$ cat src/rtl/lookup_table_sched.sv
// lookup_table_sched: arbitrates one update writer and R lookup readers onto a
// shared ID-to-target table (one write port, one combinational read port) and
// clears the whole table after reset and whenever a flush is requested.
module lookup_table_sched #(
  parameter int R     = 4,
  parameter int D     = 16,
  parameter int WIDTH = 32,
  parameter int LOG_D = (D > 1) ? $clog2(D) : 1,
  parameter int LOG_R = (R > 1) ? $clog2(R) : 1
) (
  input  logic             clk,
  input  logic             rstn,
  input  logic             wrVld_i,
  output logic             wrRdy_o,
  input  logic [LOG_D-1:0] newId,
  input  logic [WIDTH-1:0] newTarget,
  input  logic [R-1:0]     rdVld_i,
  output logic [R-1:0]     rdRdy_o,
  input  logic [LOG_D-1:0] lookupId [R],
  output logic [R-1:0]     rspVld_o,
  output logic [WIDTH-1:0] rspData_o,
  input  logic             flush_i,
  output logic             flushBusy_o,
  output logic             memWe_o,
  output logic [LOG_D-1:0] memWaddr_o,
  output logic [WIDTH-1:0] memWdata_o,
  output logic [LOG_D-1:0] memRaddr_o,
  input  logic [WIDTH-1:0] memRdata_i
);

  typedef enum logic [1:0] {RST_WAIT, FLUSH, RUN} state_e;

  localparam logic [LOG_D-1:0] LAST_ADDR = LOG_D'(D - 1);

  state_e             state_q, state_d;
  logic [LOG_D-1:0]   flush_cnt_q, flush_cnt_d;
  logic [LOG_R-1:0]   ptr_q, ptr_d;
  logic [R-1:0]       rsp_vld_q, rsp_vld_d;
  logic [WIDTH-1:0]   rsp_data_q, rsp_data_d;

  logic [R-1:0]       grant;
  logic               gnt_found;
  logic [LOG_R-1:0]   gnt_idx;
  logic [LOG_D-1:0]   rd_id;
  int                 scan_idx;

  // Sequencer: one idle cycle after reset, then a full clearing walk, then service.
  always_comb begin
    state_d     = state_q;
    flush_cnt_d = flush_cnt_q;
    case (state_q)
      RST_WAIT: begin
        state_d     = FLUSH;
        flush_cnt_d = '0;
      end
      FLUSH: begin
        if (flush_i) begin
          flush_cnt_d = '0;
        end else if (flush_cnt_q == LAST_ADDR) begin
          state_d     = RUN;
          flush_cnt_d = '0;
        end else begin
          flush_cnt_d = flush_cnt_q + 1'b1;
        end
      end
      RUN: begin
        if (flush_i) begin
          state_d     = FLUSH;
          flush_cnt_d = '0;
        end
      end
      default: begin
        state_d     = RST_WAIT;
        flush_cnt_d = '0;
      end
    endcase
  end

  // Write port: the flush walk owns it while busy, otherwise the update stream.
  always_comb begin
    wrRdy_o    = 1'b0;
    memWe_o    = 1'b0;
    memWaddr_o = '0;
    memWdata_o = '0;
    if (state_q == FLUSH) begin
      memWe_o    = 1'b1;
      memWaddr_o = flush_cnt_q;
    end else if (state_q == RUN) begin
      wrRdy_o    = wrVld_i;
      // Out-of-range ids are acknowledged but never reach the table.
      memWe_o    = wrVld_i && (int'(newId) < D);
      memWaddr_o = newId;
      memWdata_o = newTarget;
    end
  end

  // Round-robin arbiter: first requester after the last granted one wins.
  always_comb begin
    grant     = '0;
    gnt_found = 1'b0;
    gnt_idx   = '0;
    scan_idx  = 0;
    if (state_q == RUN) begin
      for (int k = 1; k <= R; k++) begin
        scan_idx = (int'(ptr_q) + k) % R;
        if (!gnt_found && rdVld_i[LOG_R'(scan_idx)]) begin
          gnt_found = 1'b1;
          gnt_idx   = LOG_R'(scan_idx);
        end
      end
      if (gnt_found) grant[gnt_idx] = 1'b1;
    end
  end

  assign rdRdy_o     = grant;
  assign rd_id       = lookupId[gnt_idx];
  assign memRaddr_o  = gnt_found ? rd_id : '0;
  assign flushBusy_o = (state_q != RUN);
  assign ptr_d       = gnt_found ? gnt_idx : ptr_q;

  // Response select: out-of-range reads give zero, a same-cycle write wins over the table.
  always_comb begin
    rsp_vld_d  = grant;
    rsp_data_d = rsp_data_q;
    if (gnt_found) begin
      if (int'(rd_id) >= D) begin
        rsp_data_d = '0;
      end else if (memWe_o && (memWaddr_o == rd_id)) begin
        rsp_data_d = memWdata_o;
      end else begin
        rsp_data_d = memRdata_i;
      end
    end
  end

  // State, flush counter, arbiter pointer and registered response.
  always_ff @(posedge clk or negedge rstn) begin
    if (!rstn) begin
      state_q     <= RST_WAIT;
      flush_cnt_q <= '0;
      ptr_q       <= LOG_R'(R - 1);
      rsp_vld_q   <= '0;
      rsp_data_q  <= '0;
    end else begin
      state_q     <= state_d;
      flush_cnt_q <= flush_cnt_d;
      ptr_q       <= ptr_d;
      rsp_vld_q   <= rsp_vld_d;
      rsp_data_q  <= rsp_data_d;
    end
  end

  assign rspVld_o  = rsp_vld_q;
  assign rspData_o = rsp_data_q;

endmodule

$ cat config.mk
export PLATFORM = sky130hd
export DESIGN_NAME = lookup_table_sched
export DESIGN_NICKNAME = d
export VERILOG_FILES = /design/src/rtl/lookup_table_sched.sv
export SDC_FILE = /design/constraint.sdc
export NUM_CORES = 1
export LEC_CHECK = 0
export CORE_UTILIZATION = 27
export DETAILED_ROUTE_END_ITERATION = 12
export GPL_TIMING_DRIVEN = 0
export PLACE_DENSITY = 0.67
export SLEW_MARGIN = 20
export SYNTH_ARGS = -nofsm -noshare
export SYNTH_HDL_FRONTEND = slang
export SYNTH_SLANG_ARGS = --single-unit
export TNS_END_PERCENT = 10
$ cat constraint.sdc
create_clock -name clk -period 4.4 [get_ports clk]
set_clock_uncertainty 0.15 [all_clocks]
set_input_delay 1.32 -clock clk [delete_from_list [all_inputs] [get_ports clk]]
set_output_delay 1.32 -clock clk [all_outputs]
set_load 0.005 [all_outputs]
==> run summary <==
status -> completed
dpl cells -> 643
Worst-Skew Late Latency -> 0.30 ns
dpl ws -> -0.8855 ns
TritonRoute pass-1 iters -> 4
Max VDD drop -> 0.1373 mV
Rel. slew slack -> 0.6504
CP Class -> input pin to output pin
Worst Path Buf+Inv -> 3
Post-CTS Hold Buffers -> 0
crit path time final -> 4.382 ns
CP peak stage delay -> 0.33 ns
n_diodes -> 0
Critical Path Fanout Max -> 9
core area -> 0.009864 mm2
number of distinct library cells after synthesis -> 42
H-tree depth -> 2
RePlAce Congestion -> 0.8909
via count -> 3,440
Crit path max-delay family -> compound AO/OA/AOI/OAI gates
Syn-to-layout area delta -> 87.70%
share of the synthesized area in the top cell type -> 0.3799
Synth area leader -> dfrtp_1
CP Capture Type -> output pin
register area share after synthesis -> 0.3989
HP Class -> flip-flop to flip-flop
RSZ-0062 raised after global routing -> true
# DRC -> 0
CP Launch Type -> input pin
Initial Utilization -> 0.2804
Multi-input gate area -> 0.001551 mm2
Final WS setup -> 0.01788 ns
Slew @ Worst Pin -> 0.5244 ns
Site Rows -> 36
worst path cell trace -> buf_4, nor2_1, a311o_1, or2_1, buf_6, o211ai_1, and3_1, dlygate4sd2_1
filler cell count in the final layout -> 922
WP data arrival -> 2.91 ns
CTS Buffer Depth -> 2
Syn Inst Count -> 335
Finish-stage setup viols -> 0
initial antenna violation count -> 0
CP required -> 2.93 ns
largest net degree at the start of global routing -> 26
Routed Antenna Nets -> 0
largest cells by area after synthesis -> dfrtp_1 (38%), a31oi_1 (7.5%), and2_1 (7.5%), o21ai_0 (6.9%), nor2_1 (6.0%)
DIE HEIGHT -> 103.2 um
design area -> 0.005192 mm2
CTS Buf Count -> 5
fraction of layout cells with a size suffix above 1 -> 0.1694
vias in the first global route -> 3,344
Final Instance Count excl. Fillers -> 682
synthesis-stage register bit count -> 44
Post-synth EDFFs -> 0
first-pass GRT wire length -> 16.33 mm
I/O Buffers -> 174
number of hold violations in the final report -> 0
dpl hpwl -> 7.822 mm
Congestion Overflow GR -> 0
die area -> 0.01065 mm2
placed inst area -> 0.004690 mm2
FMAX -> 0.2282 GHz
Clock Pin Slew Worst Setup and Hold Paths -> 0.09 ns
YS warnings -> 0
clock sinks -> 44
Ports -> 175
P per Cell Area -> 219.2 mW/mm2
vias per inst -> 5.044
DR iter-0 viols -> 91
nets -> 642
Lkg Pwr -> 2.071 nW
MaxCap Viol Count -> 0
gr usage total -> 0.2002
dominant synthesized flop cell -> dfrtp_1
Avg Synthesized Cell Area -> 8.258 um2
async set-or-reset flop fraction in the synthesized netlist -> 1.000
Cell Area, Synth -> 0.002766 mm2
die width -> 103.2 um
total wire length -> 11.00 mm
Core Util, Final -> 0.5264
Tcrit/Tclk final -> 0.9959
syn nets -> 428
Critical Path Slowest Stage Cell -> a311o_1
root buffer cell -> clkbuf_8
Reg area -> 0.001104 mm2
TritonCTS clock tree -> yes
Slew Limit Fails -> 0
DR WL/cell -> 16.13 um
## worst reg2reg max path, cell delays in order (launching register included)
cell and delay, ns:
dfstp_2 0.59, inv_1 0.11, a311o_1 0.38, buf_4 0.16, o21ai_1 0.11, o211ai_1 0.12, buf_4 0.16, buf_4 0.12
buf_4 0.12, buf_4 0.12, buf_4 0.12, buf_4 0.13, buf_4 0.12, buf_4 0.12, buf_4 0.12, buf_4 0.14
and4_4 0.19, o22ai_4 0.17, buf_6 0.17, clkbuf_16 0.14, o21ai_0 0.07, a31oi_1 0.20
## kinds of logic after synthesis
| logic type | Yosys count | share of synthesized area |
|---|---|---|
| adder cells (fa/ha/maj) | 1 | 0.004522 |
| multiplexers | 1 | 0.003618 |
| AO/OA/AOI/OAI | 109 | 0.2411 |
| flip-flops | 44 | 0.3989 |
| XOR/XNOR | 1 | 0.003167 |
| buffers and inverters | 41 | 0.07643 |
| AND/OR/NAND/NOR | 138 | 0.2723 |
## final cells by class
| class | count | area share |
|---|---|---|
| clock buffer | 5 | 0.01325 |
| clock inverter | 2 | 0.01157 |
| sequential | 44 | 0.2125 |
| timing repair buffer | 207 | 0.3858 |
| tap | 133 | 0.03205 |
| multi-input combinational | 250 | 0.2988 |
| buffer | 27 | 0.03590 |
| inverter | 14 | 0.01012 |
## cell usage in the layout (no fill, tap or decap), drive strengths merged
cell type      count
o22a               1
a22oi              5
o211ai             9
nand2              7
clkdlybuf4s50    164
a21oi              7
a31oi             33
and2              33
o21bai             1
dlygate4sd2        4
clkdlybuf4s15      1
buf               47
a21boi             1
inv               14
o21ai             43
nand4              3
a21o               3
a22o               2
nor2              44
ha                 1
nand2b             1
and3               5
a31o               1
clkbuf            23
dfrtp             42
nand3             37
xor2               1
a311oi             1
a311o              1
or2                2
mux2i              1
bufinv             2
nor2b              3
dfstp              2
and4               2
o22ai              1
and2b              1
## through the flow
step	TNS (ns)	power (W)	hold WS, ns
final	0	0.001138	0.3863
after global routing	-0.2024	0.001195	0.4240
after CTS	0	0.001133	0.3817
after detailed placement	-5.476	0.0007374	0.3499
after global placement	-4.916	0.0007313	0.3428
after floorplan	0	0.0005586	0.3237
## power breakdown
part / leakage [nW] / internal [W] / switching, W
registers: 0.526 / 0.000430 / 0.0000168
clock network: 0.0642 / 0.000224 / 0.000152
logic: 1.48 / 0.000182 / 0.000134
## final timing paths
| kind | startpoint | end | slack, ns | cells after the start |
|---|---|---|---|---|
| setup / recovery | rdVld_i[3] | memRaddr_o[3] | 0.02 | 8 |
| hold / removal | state_q[0] | state_q[0] | 0.39 | 1 |
| setup reg to reg | ptr_q[0] | rspData_o[9] | 0.51 | 21 |
| hold reg to reg | state_q[0] | state_q[0] | 0.39 | 1 |
| max in group asynchronous | rstn | rspData_o[31] | 2.74 | 2 |
| min in group asynchronous | rstn | rspData_o[6] | 0.84 | 1 |
## repair_timing
item | CTS | global route
buffers inserted | 25 | 4
pin swaps | 14 | 17
endpoints found under the setup margin | 8 | 38
cloned | 2 | 1
resized for setup | 44 | 19
## sequential cells by signal, indices dropped and copies added, names as in the netlist
name,flops
rspData_o,32
flush_cnt_q,4
rspVld_o,4
ptr_q,2
state_q,2
## cells in the mapped netlist, drive strengths merged (2+ instances only)
master  count
a21o        3
a21oi       7
a22o        2
a22oi       5
a31oi      33
and2       33
and3        5
and4        2
buf        11
clkbuf     16
dfrtp      42
dfstp       2
inv        14
nand2       7
nand3      37
nand4       3
nor2       44
nor2b       3
o211ai      9
o21ai      43
or2         2
## per-layer routing
metal | track usage | share of wire
met3 | 0.03831 | 0.063
met4 | 0.05850 | 0.014
met1 | 0.2466 | 0.43
met2 | 0.3554 | 0.50
met5 | 0 | 0
No activity file was read; power rests on OpenSTA's default activity.
